[src/rtl/axil_reg_slave.sv]
// AXI4-Lite slave exposing NUM_REGS read/write registers, with per-register write strobes.
// Define AXIL_SLV_ERR_EN to answer out-of-range accesses with SLVERR. Without it, every access answers OKAY.
module axil_reg_slave #(
  parameter int                    ADDR_WIDTH = 32,
  parameter int                    DATA_WIDTH = 32,
  parameter int                    NUM_REGS   = 8,
  parameter logic [ADDR_WIDTH-1:0] BASE_ADDR  = '0
) (
  input  logic                           clk,
  input  logic                           reset,
  input  logic                           s_axi_awvalid,
  input  logic [ADDR_WIDTH-1:0]          s_axi_awaddr,
  output logic                           s_axi_awready,
  input  logic                           s_axi_wvalid,
  input  logic [DATA_WIDTH-1:0]          s_axi_wdata,
  output logic                           s_axi_wready,
  output logic                           s_axi_bvalid,
  output logic [1:0]                     s_axi_bresp,
  input  logic                           s_axi_bready,
  input  logic                           s_axi_arvalid,
  input  logic [ADDR_WIDTH-1:0]          s_axi_araddr,
  output logic                           s_axi_arready,
  output logic                           s_axi_rvalid,
  output logic [DATA_WIDTH-1:0]          s_axi_rdata,
  output logic [1:0]                     s_axi_rresp,
  input  logic                           s_axi_rready,
  output logic [NUM_REGS*DATA_WIDTH-1:0] reg_q,
  output logic [NUM_REGS-1:0]            wr_pulse
);

  localparam int IDX_W = (NUM_REGS > 1) ? $clog2(NUM_REGS) : 1;
  localparam logic [ADDR_WIDTH-1:0] NUM_REGS_A = ADDR_WIDTH'(NUM_REGS);

  typedef enum logic {R_IDLE, R_DATA} rstate_t;

  function automatic logic addr_in_range(input logic [ADDR_WIDTH-1:0] a);
    logic [ADDR_WIDTH-1:0] off;
    off = a - BASE_ADDR;
    return (a >= BASE_ADDR) && ((off >> 2) < NUM_REGS_A);
  endfunction

  function automatic logic [IDX_W-1:0] addr_idx(input logic [ADDR_WIDTH-1:0] a);
    logic [ADDR_WIDTH-1:0] off;
    off = a - BASE_ADDR;
    return IDX_W'(off >> 2);
  endfunction

  logic                  r_aw_held, r_w_held, r_bvalid;
  logic [1:0]            r_bresp, r_rresp;
  logic [ADDR_WIDTH-1:0] r_awaddr;
  logic [DATA_WIDTH-1:0] r_wdata, r_rdata;
  logic [DATA_WIDTH-1:0] r_regs [NUM_REGS];
  logic [NUM_REGS-1:0]   r_wr_pulse;
  rstate_t               r_rstate, w_rstate_next;

  logic                  w_aw_hs, w_w_hs, w_ar_hs, w_commit;
  logic [ADDR_WIDTH-1:0] w_wr_addr;
  logic [DATA_WIDTH-1:0] w_wr_data, w_rd_data;
  logic                  w_wr_hit, w_rd_hit;
  logic [IDX_W-1:0]      w_wr_idx, w_rd_idx;
  logic [1:0]            w_wr_resp, w_rd_resp;
  logic [NUM_REGS-1:0]   w_wr_sel;

  assign s_axi_awready = !reset && !r_aw_held && !r_bvalid;
  assign s_axi_wready  = !reset && !r_w_held && !r_bvalid;
  assign s_axi_arready = !reset && (r_rstate == R_IDLE);
  assign s_axi_bvalid  = r_bvalid;
  assign s_axi_bresp   = r_bresp;
  assign s_axi_rvalid  = (r_rstate == R_DATA);
  assign s_axi_rdata   = r_rdata;
  assign s_axi_rresp   = r_rresp;
  assign wr_pulse      = r_wr_pulse;

  assign w_aw_hs = s_axi_awvalid && s_axi_awready;
  assign w_w_hs  = s_axi_wvalid && s_axi_wready;
  assign w_ar_hs = s_axi_arvalid && s_axi_arready;

  // Commit on the edge that completes the second half; bypass the holding regs for that half.
  assign w_commit  = (w_aw_hs || r_aw_held) && (w_w_hs || r_w_held);
  assign w_wr_addr = w_aw_hs ? s_axi_awaddr : r_awaddr;
  assign w_wr_data = w_w_hs ? s_axi_wdata : r_wdata;
  assign w_wr_hit  = addr_in_range(w_wr_addr);
  assign w_wr_idx  = addr_idx(w_wr_addr);
  assign w_rd_hit  = addr_in_range(s_axi_araddr);
  assign w_rd_idx  = addr_idx(s_axi_araddr);
  assign w_rd_data = w_rd_hit ? r_regs[w_rd_idx] : '0;

`ifdef AXIL_SLV_ERR_EN
  assign w_wr_resp = w_wr_hit ? 2'b00 : 2'b10;
  assign w_rd_resp = w_rd_hit ? 2'b00 : 2'b10;
`else
  assign w_wr_resp = 2'b00;
  assign w_rd_resp = 2'b00;
`endif

  generate
    for (genvar gi = 0; gi < NUM_REGS; gi++) begin : g_reg
      assign w_wr_sel[gi] = w_commit && w_wr_hit && (w_wr_idx == IDX_W'(gi));
      assign reg_q[gi*DATA_WIDTH +: DATA_WIDTH] = r_regs[gi];
    end
  endgenerate

  always_ff @(posedge clk) begin
    if (reset) begin
      r_aw_held <= 1'b0;
      r_w_held  <= 1'b0;
      r_bvalid  <= 1'b0;
      r_bresp   <= 2'b00;
      r_awaddr  <= '0;
      r_wdata   <= '0;
    end else if (w_commit) begin
      r_aw_held <= 1'b0;
      r_w_held  <= 1'b0;
      r_bvalid  <= 1'b1;
      r_bresp   <= w_wr_resp;
    end else begin
      if (w_aw_hs) begin
        r_aw_held <= 1'b1;
        r_awaddr  <= s_axi_awaddr;
      end
      if (w_w_hs) begin
        r_w_held <= 1'b1;
        r_wdata  <= s_axi_wdata;
      end
      if (r_bvalid && s_axi_bready) r_bvalid <= 1'b0;
    end
  end

  always_ff @(posedge clk) begin
    for (int i = 0; i < NUM_REGS; i++) begin
      if (reset) begin
        r_regs[i]     <= '0;
        r_wr_pulse[i] <= 1'b0;
      end else begin
        r_wr_pulse[i] <= w_wr_sel[i];
        if (w_wr_sel[i]) r_regs[i] <= w_wr_data;
      end
    end
  end

  // Read path: rdata captured at the AR edge, so a same-edge write is not visible.
  always_ff @(posedge clk) begin
    if (reset) begin
      r_rstate <= R_IDLE;
      r_rdata  <= '0;
      r_rresp  <= 2'b00;
    end else begin
      r_rstate <= w_rstate_next;
      if (w_ar_hs) begin
        r_rdata <= w_rd_data;
        r_rresp <= w_rd_resp;
      end
    end
  end

  always_comb begin
    w_rstate_next = r_rstate;
    case (r_rstate)
      R_IDLE:  if (s_axi_arvalid) w_rstate_next = R_DATA;
      R_DATA:  if (s_axi_rready) w_rstate_next = R_IDLE;
      default: w_rstate_next = R_IDLE;
    endcase
  end

endmodule

[config.mk]
export PLATFORM = sky130hd
export DESIGN_NAME = axil_reg_slave
export DESIGN_NICKNAME = d
export VERILOG_FILES = /design/src/rtl/axil_reg_slave.sv
export SDC_FILE = /design/constraint.sdc
export NUM_CORES = 1
export LEC_CHECK = 0
export CORE_AREA = 4 4 185 187
export CTS_BUF_LIST = sky130_fd_sc_hd__clkbuf_2 sky130_fd_sc_hd__clkbuf_4 sky130_fd_sc_hd__clkbuf_8
export CTS_CLUSTER_SIZE = 10
export DETAILED_ROUTE_END_ITERATION = 12
export DIE_AREA = 0 0 189 191
export PLACE_DENSITY = 0.81
export SYNTH_ARGS = -nofsm -noshare
export SYNTH_HDL_FRONTEND = slang
export SYNTH_SLANG_ARGS = --single-unit
[constraint.sdc]
create_clock -name clk -period 7.1 [get_ports clk]
set_input_delay 1.42 -clock clk [delete_from_list [all_inputs] [get_ports clk]]
set_output_delay 1.42 -clock clk [all_outputs]
set_load 0.02 [all_outputs]
==> results.env, run 1 <==
STATUS='finished clean'
GRT_FIRST_PASS_WIRELENGTH_UM=79500
FP.DIEH_UM=191
DRC=0
POWER_W=0.00500
TOPROUTINGLAYERUSED='met4'
SYNTH.LARGEST_AREA_CELL='sky130_fd_sc_hd__edfxtp_1'
UNREPAIRED_SETUP_ENDPOINTS_AFTER_GLOBAL_ROUTING='no'
SETUP_VIOL=0
CORE_AREA_SQ_MM=0.0325
MET3_LENGTH_UM=6070
DETAILROUTE.VIA_COUNT=12800
PERIOD_NEEDED_NS=4.67
P_PER_AREA_mW_PER_MM2=227
TIMING.CRITICAL_PATH.FANOUT_MAX=79
NUMCTSBUFFERS=58
MOST-COMMON-LAYOUT-CELLS='sky130_fd_sc_hd__clkdlybuf4s50_1 (395), sky130_fd_sc_hd__edfxtp_1 (256), sky130_fd_sc_hd__nor3_1 (148)'
DIE_X_UM=189
H-TREE-DEPTH=2
GLOBAL_ROUTE.OVERFLOW_TOTAL=0
TRANSITION_TIME_AT_THE_PIN_WITH_THE_LEAST_SLEW_MARGIN_NS=1.17
POSTSYNTHAREAPERCELL_SQ_UM=13.0
DPL.CELL_COUNT=2001
YOSYSSEQAREASHARE=0.598
SYNTH_CELL_TYPES=45
GRT_START_MAX_NET_PINS=133
ANT_NETS=0
DPL_WORST_SLACK_NS=1.89
WORST_SETUP_HOLD_PATH_CLK_SLEW_NS=0.06
SYNTH-WARNING-COUNT=0
FINAL_MAX_SLEW_VIOLS=0
CRITPATHLAUNCHTYPE='input pin'
NUM_IO_PINS=408
DIE_AREA_SQ_MM=0.0361
FINAL_WORST_SETUP_SLACK_NS=2.43
DR_WL_MET2_UM=25700
MAX_FREQ_MHz=214
WORST_SKEW_PAIR.LATE_LATENCY_NS=0.60
CLOCK_PATH_BUFFERS=3
CELL_TYPE_OF_THE_SLOWEST_STAGE_ON_THE_WORST_TIMING_PATH='sky130_fd_sc_hd__buf_4'
CLOCK_ROOT_BUFFER='sky130_fd_sc_hd__clkbuf_8'
NET_COUNT_REPORTED_AT_FINISH=1722
DRTITER0DRC=1362
MOST_FREQUENT_CP_CELL='sky130_fd_sc_hd__buf_4'
CP-END-KIND='primary output'
LAYOUT_COMMONEST_CELL='sky130_fd_sc_hd__clkdlybuf4s50_1'
CRITPATHTOPFAMILY='buffers and inverters'
FIN_CELLS=2111
FINAL_SETUP_TNS_NS=0
M1WIRELENGTH_UM=20000
TIMING.MAX_SLEW.REL_SLACK=0.218
START_UTIL=0.505
WL_UM=53500
CTS_TREE='yes'
DR.PASS1.ITERS=5
MAXCAPVIOLCOUNT=0
POWER.IR.VDD_WORST_V=0.000157
GRTUSAGETOTAL=0.287
CTS_HOLD_BUF=0
POST-ROUTE-PERIOD-UTIL=0.657
FLOW.AREA_GROWTH_FROM_SYNTHESIS_PCT=34.5
YOSYS_REGISTER_BITS=362
WIRE_PER_INST_UM=25.3
FIN_CLK_SKEW_NS=0.0306
FINALHOLDVIOLCOUNT=0
BUFFER_PORTS.INSERTED=399
POST_SYNTH_MAIN_AREA_CONTRIBUTORS='sky130_fd_sc_hd__edfxtp_1 (47%), sky130_fd_sc_hd__dfxtp_1 (13%), sky130_fd_sc_hd__mux4_2 (8.8%), sky130_fd_sc_hd__mux2i_1 (5.8%), sky130_fd_sc_hd__nor3_1 (4.5%)'
TIMING_WORST_SETUP_PATH_TYPE='in2out'
POST_CTS_BUFFERS=0
GRT_ANTENNA_BEFORE_REPAIR=0
FIRST_GLOBAL_VIAS=12700
CP.BUFFERS_INVERTERS=3
POST_ROUTE_CELLS_DRIVE_ABOVE_1_SHARE=0.159
SYNTH.CELL_AREA_SQ_MM=0.0164
WORST_HOLD_PATH_TYPE='reg2reg'
SINK_COUNT=362
NETLIST.AREA_LEADER.SHARE=0.469
DPL.HPWL_UM=35400
CRITPATHMAXSTAGEDELAY_NS=0.79
POWER.LEAKAGE_nW=7.43
CTS_RESIZED=0
FP-ROW-COUNT=66
REQUIRED_NS=5.68
ARRIVAL_NS=3.25
VIASPERCELL=6.07
NETLIST_INSTANCES=1265
CP_CELL_SEQUENCE='buf_4 > buf_4 > nor2_1 > clkdlybuf4s50_1'
DIODES=0
FINALCOREUTILIZATION=0.680
GP_CONGESTION=0.829
-- Yosys cell counts (all sizes together) --
cell type,n
a21oi,65
a2bb2oi,1
and3,4
and3b,1
and4,1
and4b,1
buf,74
clkbuf,63
conb,1
dfxtp,106
edfxtp,256
inv,3
mux2,3
mux2i,95
mux4,64
nand2,97
nand2b,1
nand4,1
nand4b,1
nor2,40
nor3,149
nor3b,3
nor4,143
nor4b,2
o211ai,3
o21a,1
o21ai,3
o21bai,33
o221ai,2
o22ai,3
o31ai,8
or3,32
or3b,1
or4,4
-- worst min-delay path, delay by kind of cell, from the launching register on --
family | cells | cell delay, ns
AO/OA/AOI/OAI | 1 | 0.05
AND/OR/NAND/NOR | 1 | 0.05
flip-flops | 1 | 0.31
-- area by class of cell --
cell class,count,area [sq um]
tap,442,553
sequential,362,9810
inverter,3,11.3
timing repair buffer,428,4220
clock buffer,95,1150
clock inverter,15,118
fill,2317,10400
multi-input combinational,766,6190
-- flip-flops by register name (all words and copies together) (netlist names) --
name          count
r_regs          256
r_wdata          32
s_axi_rdata      32
r_awaddr         30
wr_pulse          8
r_aw_held         1
r_w_held          1
s_axi_bvalid      1
s_axi_rvalid      1
-- layer usage --
layer	vias to the layer above	track usage
met1	6342	0.370
met3	90	0.0909
met5	-	0
met4	0	0.0916
li1	5641	-
met2	735	0.468
-- per-stage QoR --
step,hold WS (ns),cell area (sq um)
5_1_grt,0.466,22100
3_5_place_dp,0.445,20800
2_1_floorplan,0.436,16400
4_1_cts,0.453,22100
6_report,0.452,22100
3_3_place_gp,0.437,20800
-- where the power goes --
part           internal (W)  leakage (nW)  switching [W]
combinational      0.000267          3.24       0.000449
clock               0.00109         0.675       0.000814
sequential          0.00233          3.51      0.0000475
-- cells by family (layout without fill, tap and decap cells) --
logic type | after synthesis | count (layout) | share of synthesized area
simple gates | 481 | 481 | 0.170
mux | 162 | 162 | 0.148
compound gates | 119 | 119 | 0.0451
buf+inv | 140 | 541 | 0.0386
flops | 362 | 362 | 0.598
other cells | 1 | 4 | 0.000229
-- worst paths after layout --
check             cells after the start          from            end  slack [ns]
setup reg to reg                      7  r_awaddr[11]  r_regs[7][15]        3.25
setup / recovery                      4         reset  s_axi_arready        2.43
hold reg to reg                       2    r_wdata[8]     r_wdata[8]        0.45
hold / removal                        2    r_wdata[8]     r_wdata[8]        0.45
Note: power is estimated with default switching activity, not from simulation.
==> run 2: changes to the inputs <==
==> constraint.sdc (replaced) <==
create_clock -name clk -period 4.7 [get_ports clk]
set_input_delay 0.94 -clock clk [delete_from_list [all_inputs] [get_ports clk]]
set_output_delay 0.94 -clock clk [all_outputs]
set_load 0.02 [all_outputs]
==> results.env, run 2 (synthesized netlist as in run 1, its figures left out) <==
STATUS='finished clean'  # unchanged
GRT_ANTENNA_BEFORE_REPAIR=0  # unchanged
LARGEST_REGISTER_FFS=256  # unchanged
NET_COUNT_REPORTED_AT_FINISH=1748  # was 1722
FINAL_SETUP_TNS_NS=0  # unchanged
DRTITER0DRC=1435  # was 1362
CTS_TREE='yes'  # unchanged
CTS_HOLD_BUF=0  # unchanged
CORE_AREA_SQ_MM=0.0325  # unchanged
CRITPATHLAUNCHTYPE='input pin'  # unchanged
GP_CONGESTION=0.866  # was 0.829
FINALCOREUTILIZATION=0.690  # was 0.680
WL_UM=54500  # was 53500 um
WORST_SETUP_HOLD_PATH_CLK_SLEW_NS=0.06  # about the same
START_UTIL=0.505  # unchanged
GRTUSAGETOTAL=0.292  # was 0.287
FP-ROW-COUNT=66  # unchanged
CLOCK_PATH_BUFFERS=3  # unchanged
VIASPERCELL=6.09  # was 6.07
TIMING_WORST_SETUP_PATH_TYPE='in2out'  # unchanged
POWER.SHARE.SWITCHING=0.265  # was 0.262
FIN_CELLS=2136  # was 2111
WORST_HOLD_SLACK_NS=0.451  # was 0.452 ns
DPL.HPWL_UM=36100  # was 35400 um
PWR-SHARE-COMB=0.152  # was 0.143
REQUIRED_NS=3.76  # was 5.68 ns
POST-ROUTE-PERIOD-UTIL=0.791
WORST_HOLD_PATH_TYPE='reg2reg'  # unchanged
TIMING.MAX_SLEW.REL_SLACK=0.168  # was 0.218
INTERNAL_POWER_W=0.00554  # was 0.00369 W
DIE_AREA_SQ_MM=0.0361  # unchanged
CTS_RESIZED=0  # unchanged
FINAL_MAX_SLEW_VIOLS=0  # unchanged
SHARE_CLK_OF_TOTAL_POWER=0.372  # was 0.382
NET-SWITCHING-POWER_W=0.00200  # was 0.00131 W
DPL.CELL_COUNT=2026  # was 2001
DETAILROUTE.VIA_COUNT=13000  # was 12800
PERIOD_NEEDED_NS=3.72
P_PER_AREA_mW_PER_MM2=336  # was 227 mW/mm^2
CP-END-KIND='primary output'  # unchanged
DRC=0  # unchanged
SINK_COUNT=362  # unchanged
DIODES=0  # unchanged
GRT_FIRST_PASS_WIRELENGTH_UM=80600  # was 79500 um
MAXCAPVIOLCOUNT=0  # unchanged
UNREPAIRED_SETUP_ENDPOINTS_AFTER_GLOBAL_ROUTING='no'  # unchanged
DIE_X_UM=189  # unchanged
SEQUENTIALPOWERSHARE=0.476  # was 0.475
SETUP_VIOL=0  # unchanged
FLOW.AREA_GROWTH_FROM_SYNTHESIS_PCT=36.6  # was 34.5%
MAX_FREQ_MHz=269
FIN_CLK_SKEW_NS=0.0287  # was 0.0306 ns
BUFFER_PORTS.INSERTED=399  # unchanged
POWER.LEAKAGE_nW=7.60  # was 7.43 nW
WORST_SKEW_PAIR.LATE_LATENCY_NS=0.60  # about the same
LAYOUT_COMMONEST_CELL='sky130_fd_sc_hd__clkdlybuf4s50_1'  # unchanged
MOST-COMMON-LAYOUT-CELLS='sky130_fd_sc_hd__clkdlybuf4s50_1 (395), sky130_fd_sc_hd__edfxtp_1 (256), sky130_fd_sc_hd__nor3_1 (148)'  # unchanged
DR.PASS1.ITERS=6  # was 5
GLOBAL_ROUTE.OVERFLOW_TOTAL=0  # unchanged
ARRIVAL_NS=2.78  # was 3.25 ns
WIRE_PER_INST_UM=25.5  # was 25.3 um
NFILLCELLS=2220  # was 2317
TRANSITION_TIME_AT_THE_PIN_WITH_THE_LEAST_SLEW_MARGIN_NS=1.25  # was 1.17 ns
FINALHOLDVIOLCOUNT=0  # unchanged
TIMING.CRITICAL_PATH.FANOUT_MAX=74  # was 79
REGISTERS.TOP_BY_FF_COUNT='r_regs'  # unchanged
NUMCTSBUFFERS=59  # was 58
POWER.IR.VDD_WORST_V=0.000251  # was 0.000157 V
NUM_IO_PINS=408  # unchanged
POST_CTS_BUFFERS=0  # unchanged
POST_ROUTE_CELLS_DRIVE_ABOVE_1_SHARE=0.171  # was 0.159
GRT_START_MAX_NET_PINS=75  # was 133
ANT_NETS=0  # unchanged
FIRST_GLOBAL_VIAS=12900  # was 12700
H-TREE-DEPTH=2  # unchanged
FP.DIEH_UM=191  # unchanged
CLOCK_ROOT_BUFFER='sky130_fd_sc_hd__clkbuf_8'  # unchanged
-- run 2: worst max-delay path, stage by stage --
cell                              delay, ns
sky130_fd_sc_hd__buf_4                 0.32
sky130_fd_sc_hd__buf_4                 0.77
sky130_fd_sc_hd__nor3_1                0.14
sky130_fd_sc_hd__clkdlybuf4s50_1       0.59
-- run 2: power by group through the flow --
stage | clock (W) | combinational (W) | sequential (W)
after detailed placement | 0 | 0.00113 | 0.00365
after CTS | 0.00283 | 0.00114 | 0.00359
after global routing | 0.00299 | 0.00120 | 0.00359
after global placement | 0 | 0.00111 | 0.00365
after floorplan | 0 | 0.000507 | 0.00374
final | 0.00280 | 0.00114 | 0.00359
-- run 2: path summary, 6_finish.rpt --
check / to / slack (ns) / start / cells past startpoint
hold reg to reg: s_axi_rdata[3] / 0.45 / s_axi_rdata[3] / 2
setup / recovery: s_axi_awready / 0.98 / reset / 4
setup reg to reg: r_regs[0][12] / 1.90 / s_axi_bvalid / 6
hold / removal: s_axi_rdata[3] / 0.45 / s_axi_rdata[3] / 2
-- run 2: per-stage QoR --
stage	area, sq um	setup slack (ns)	total power (W)
detailed placement	21200	0.913	0.00478
global route	22400	0.864	0.00778
global placement	21200	0.948	0.00476
floorplan	16400	-0.523	0.00425
CTS	22400	0.924	0.00755
finish	22400	0.981	0.00753
-- run 2: area by class of cell --
class / instances / area, sq um / area share
sequential: 362 / 9810 / 0.438
multi-input combinational: 766 / 6190 / 0.276
timing repair buffer: 453 / 4610 / 0.206
clock buffer: 94 / 1130 / 0.0505
tap: 442 / 553 / 0.0247
clock inverter: 16 / 98.8 / 0.00441
inverter: 3 / 11.3 / 0.000503
-- run 2: per-layer routing --
| metal | up-vias | routed length (um) | track usage |
|---|---|---|---|
| met5 | - | 0 | 0 |
| met4 | 0 | 2220 | 0.110 |
| met3 | 127 | 5990 | 0.0758 |
| met2 | 824 | 25900 | 0.477 |
| met1 | 6352 | 20400 | 0.379 |
| li1 | 5710 | - | - |
==> run 3: changes to the inputs <==
==> constraint.sdc (replaced) <==
create_clock -name clk -period 3.6 [get_ports clk]
set_input_delay 0.72 -clock clk [delete_from_list [all_inputs] [get_ports clk]]
set_output_delay 0.72 -clock clk [all_outputs]
set_load 0.02 [all_outputs]
==> results.env, run 3 (synthesized netlist as in run 1, its figures left out) <==
STATUS='finished clean'  # unchanged
SEQUENTIALPOWERSHARE=0.455  # was 0.476
WORST_R2R_PATH_DEPTH=7  # was 6
STARTPOINT='s_axi_awvalid'  # was reset
CRITPATHLAUNCHTYPE='input pin'  # unchanged
REQUIRED_NS=3.89  # was 3.76 ns
DRTITER0DRC=1212  # was 1435
GRT_FIRST_PASS_WIRELENGTH_UM=81400  # was 80600 um
STDCELL_AREA_SQ_MM=0.0228  # was 0.0224 sq mm
DPL.CELL_COUNT=2054  # was 2026
VIASPERCELL=6.06  # was 6.09
POST-ROUTE-PERIOD-UTIL=0.838
SHARE_CLK_OF_TOTAL_POWER=0.396  # was 0.372
NET_COUNT_REPORTED_AT_FINISH=1774  # was 1748
HOLD_START='s_axi_rdata[28]'  # was s_axi_rdata[3]
DIE_X_UM=189  # unchanged
WIRE_PER_INST_UM=25.4  # was 25.5 um
POWER.LEAKAGE_nW=7.80  # was 7.60 nW
FINAL_SETUP_TNS_NS=0  # unchanged
POWER.SHARE.SWITCHING=0.260  # was 0.265
FLIP_FLOP_AND_LATCH_AREA_SQ_MM=0.00981  # unchanged
PWR-SHARE-COMB=0.149  # was 0.152
MAX_FREQ_MHz=332
DPL.HPWL_UM=37900  # was 36100 um
UNREPAIRED_SETUP_ENDPOINTS_AFTER_GLOBAL_ROUTING='no'  # unchanged
GLOBAL_ROUTE.OVERFLOW_TOTAL=0  # unchanged
CTS_RESIZED=0  # unchanged
SINK_COUNT=362  # unchanged
WORST_SKEW_PAIR.LATE_LATENCY_NS=0.60  # about the same
TOTAL_AREA_OF_MULTI_INPUT_COMBINATIONAL_CELLS_SQ_MM=0.00619  # unchanged
FIN_CELLS=2162  # was 2136
DRC=0  # unchanged
WORST-R2R-SETUP-SLACK_NS=0.75  # was 1.90 ns
FINALHOLDVIOLCOUNT=0  # unchanged
CLOCK_PATH_BUFFERS=3  # unchanged
NUM_IO_PINS=408  # unchanged
DETAILROUTE.VIA_COUNT=13100  # was 13000
CTS_HOLD_BUF=0  # unchanged
TIMING.CRITICAL_PATH.FANOUT_MAX=66  # was 74
LAYOUT_COMMONEST_CELL='sky130_fd_sc_hd__clkdlybuf4s50_1'  # unchanged
POST_CTS_BUFFERS=0  # unchanged
ANT_NETS=0  # unchanged
NET-SWITCHING-POWER_W=0.00268  # was 0.00200 W
BUFFER_PORTS.INSERTED=399  # unchanged
REGISTERS.TOP_BY_FF_COUNT='r_regs'  # unchanged
ENDPOINT='r_regs[5][14]'  # was s_axi_awready
WORST_HOLD_PATH_TYPE='reg2reg'  # unchanged
FP-ROW-COUNT=66  # unchanged
TIMING.RR.START='s_axi_bvalid'  # unchanged
FIRST_GLOBAL_VIAS=13300  # was 12900
TRANSITION_TIME_AT_THE_PIN_WITH_THE_LEAST_SLEW_MARGIN_NS=0.870  # was 1.25 ns
TIMING_WORST_SETUP_PATH_TYPE='in2reg'  # was in2out
DR.PASS1.ITERS=7  # was 6
DIODES=0  # unchanged
NUMCTSBUFFERS=57  # was 59
INTERNAL_POWER_W=0.00762  # was 0.00554 W
NFILLCELLS=2194  # was 2220
FINAL_MAX_SLEW_VIOLS=0  # unchanged
PERIOD_NEEDED_NS=3.02
SETUP_VIOL=0  # unchanged
CP-END-KIND='register'  # was primary output
POST_ROUTE_CELLS_DRIVE_ABOVE_1_SHARE=0.181  # was 0.171
POWER_W=0.0103  # was 0.00753 W
MAXCAPVIOLCOUNT=0  # unchanged
WORST_SETUP_HOLD_PATH_CLK_SLEW_NS=0.06  # about the same
GRT_ANTENNA_BEFORE_REPAIR=0  # unchanged
CLOCK_ROOT_BUFFER='sky130_fd_sc_hd__clkbuf_8'  # unchanged
LARGEST_REGISTER_FFS=256  # unchanged
H-TREE-DEPTH=2  # unchanged
GRT_START_MAX_NET_PINS=70  # was 75
ARRIVAL_NS=3.30  # was 2.78 ns
WL_UM=55000  # was 54500 um
WORST_R2R_ENDPOINT='r_regs[5][14]'  # was r_regs[0][12]
MOST-COMMON-LAYOUT-CELLS='sky130_fd_sc_hd__clkdlybuf4s50_1 (395), sky130_fd_sc_hd__edfxtp_1 (256), sky130_fd_sc_hd__nor3_1 (148)'  # unchanged
START_UTIL=0.505  # unchanged
POWER.IR.VDD_WORST_V=0.000368  # was 0.000251 V
TIMING.MAX_SLEW.REL_SLACK=0.420  # was 0.168
CTS_TREE='yes'  # unchanged
GP_CONGESTION=0.883  # was 0.866
P_PER_AREA_mW_PER_MM2=452  # was 336 mW/mm^2
GRTUSAGETOTAL=0.293  # was 0.292
FLOW.AREA_GROWTH_FROM_SYNTHESIS_PCT=38.9  # was 36.6%
DETAILED_PLACE.AREA_SQ_MM=0.0214  # was 0.0212 sq mm
DIE_AREA_SQ_MM=0.0361  # unchanged
FP.DIEH_UM=191  # unchanged
CORE_AREA_SQ_MM=0.0325  # unchanged
FIN_CLK_SKEW_NS=0.0247  # was 0.0287 ns
## run 3: area by class of cell
class,instances,share of cell area
Clock buffer,73,0.0424
Tap cell,442,0.0243
Sequential cell,362,0.430
Timing Repair Buffer,481,0.214
Multi-Input combinational cell,766,0.272
Inverter,3,0.000494
Clock inverter,35,0.0169
## run 3: how the worst min path moves through the flow
stage                     slack [ns]  cells past startpoint               to
after floorplan                 0.44                      2       r_wdata[0]
after global placement          0.44                      2  s_axi_rdata[16]
after detailed placement        0.44                      2  s_axi_rdata[18]
after CTS                       0.45                      2  s_axi_rdata[18]
after global routing            0.47                      2  s_axi_rdata[26]
final                           0.45                      2  s_axi_rdata[28]
## run 3: power by group through the flow
stage	clock network (W)	logic (W)	registers [W]
floorplan	0	0.000667	0.00488
global placement	0	0.00149	0.00477
detailed placement	0	0.00152	0.00477
CTS	0.00413	0.00153	0.00469
global route	0.00431	0.00161	0.00470
finish	0.00408	0.00153	0.00469
## run 3: critical path, stage by stage
cell and delay, ns:
sky130_fd_sc_hd__clkdlybuf4s50_1 0.54, sky130_fd_sc_hd__nor4b_4 0.35, sky130_fd_sc_hd__buf_4 0.24, sky130_fd_sc_hd__buf_4 0.17, sky130_fd_sc_hd__nor4_1 0.08, sky130_fd_sc_hd__o221ai_4 0.30
sky130_fd_sc_hd__buf_4 0.70, sky130_fd_sc_hd__nor3_1 0.18
## run 3: routing by layer
metal / vias up / GRT usage / part of all wire
li1: 5751 / - / -
met1: 6387 / 0.365 / 0.36
met2: 841 / 0.491 / 0.49
met3: 129 / 0.0814 / 0.11
met4: 0 / 0.113 / 0.041
met5: - / 0 / 0
## run 3: stage by stage
stage	setup WS, ns	utilization	hold WS, ns
final	0.584	0.702	0.451
after detailed placement	0.0296	0.660	0.443
after global routing	0.468	0.702	0.469
after CTS	0.643	0.702	0.452
after floorplan	-0.439	-	0.436
after global placement	0.145	0.660	0.438
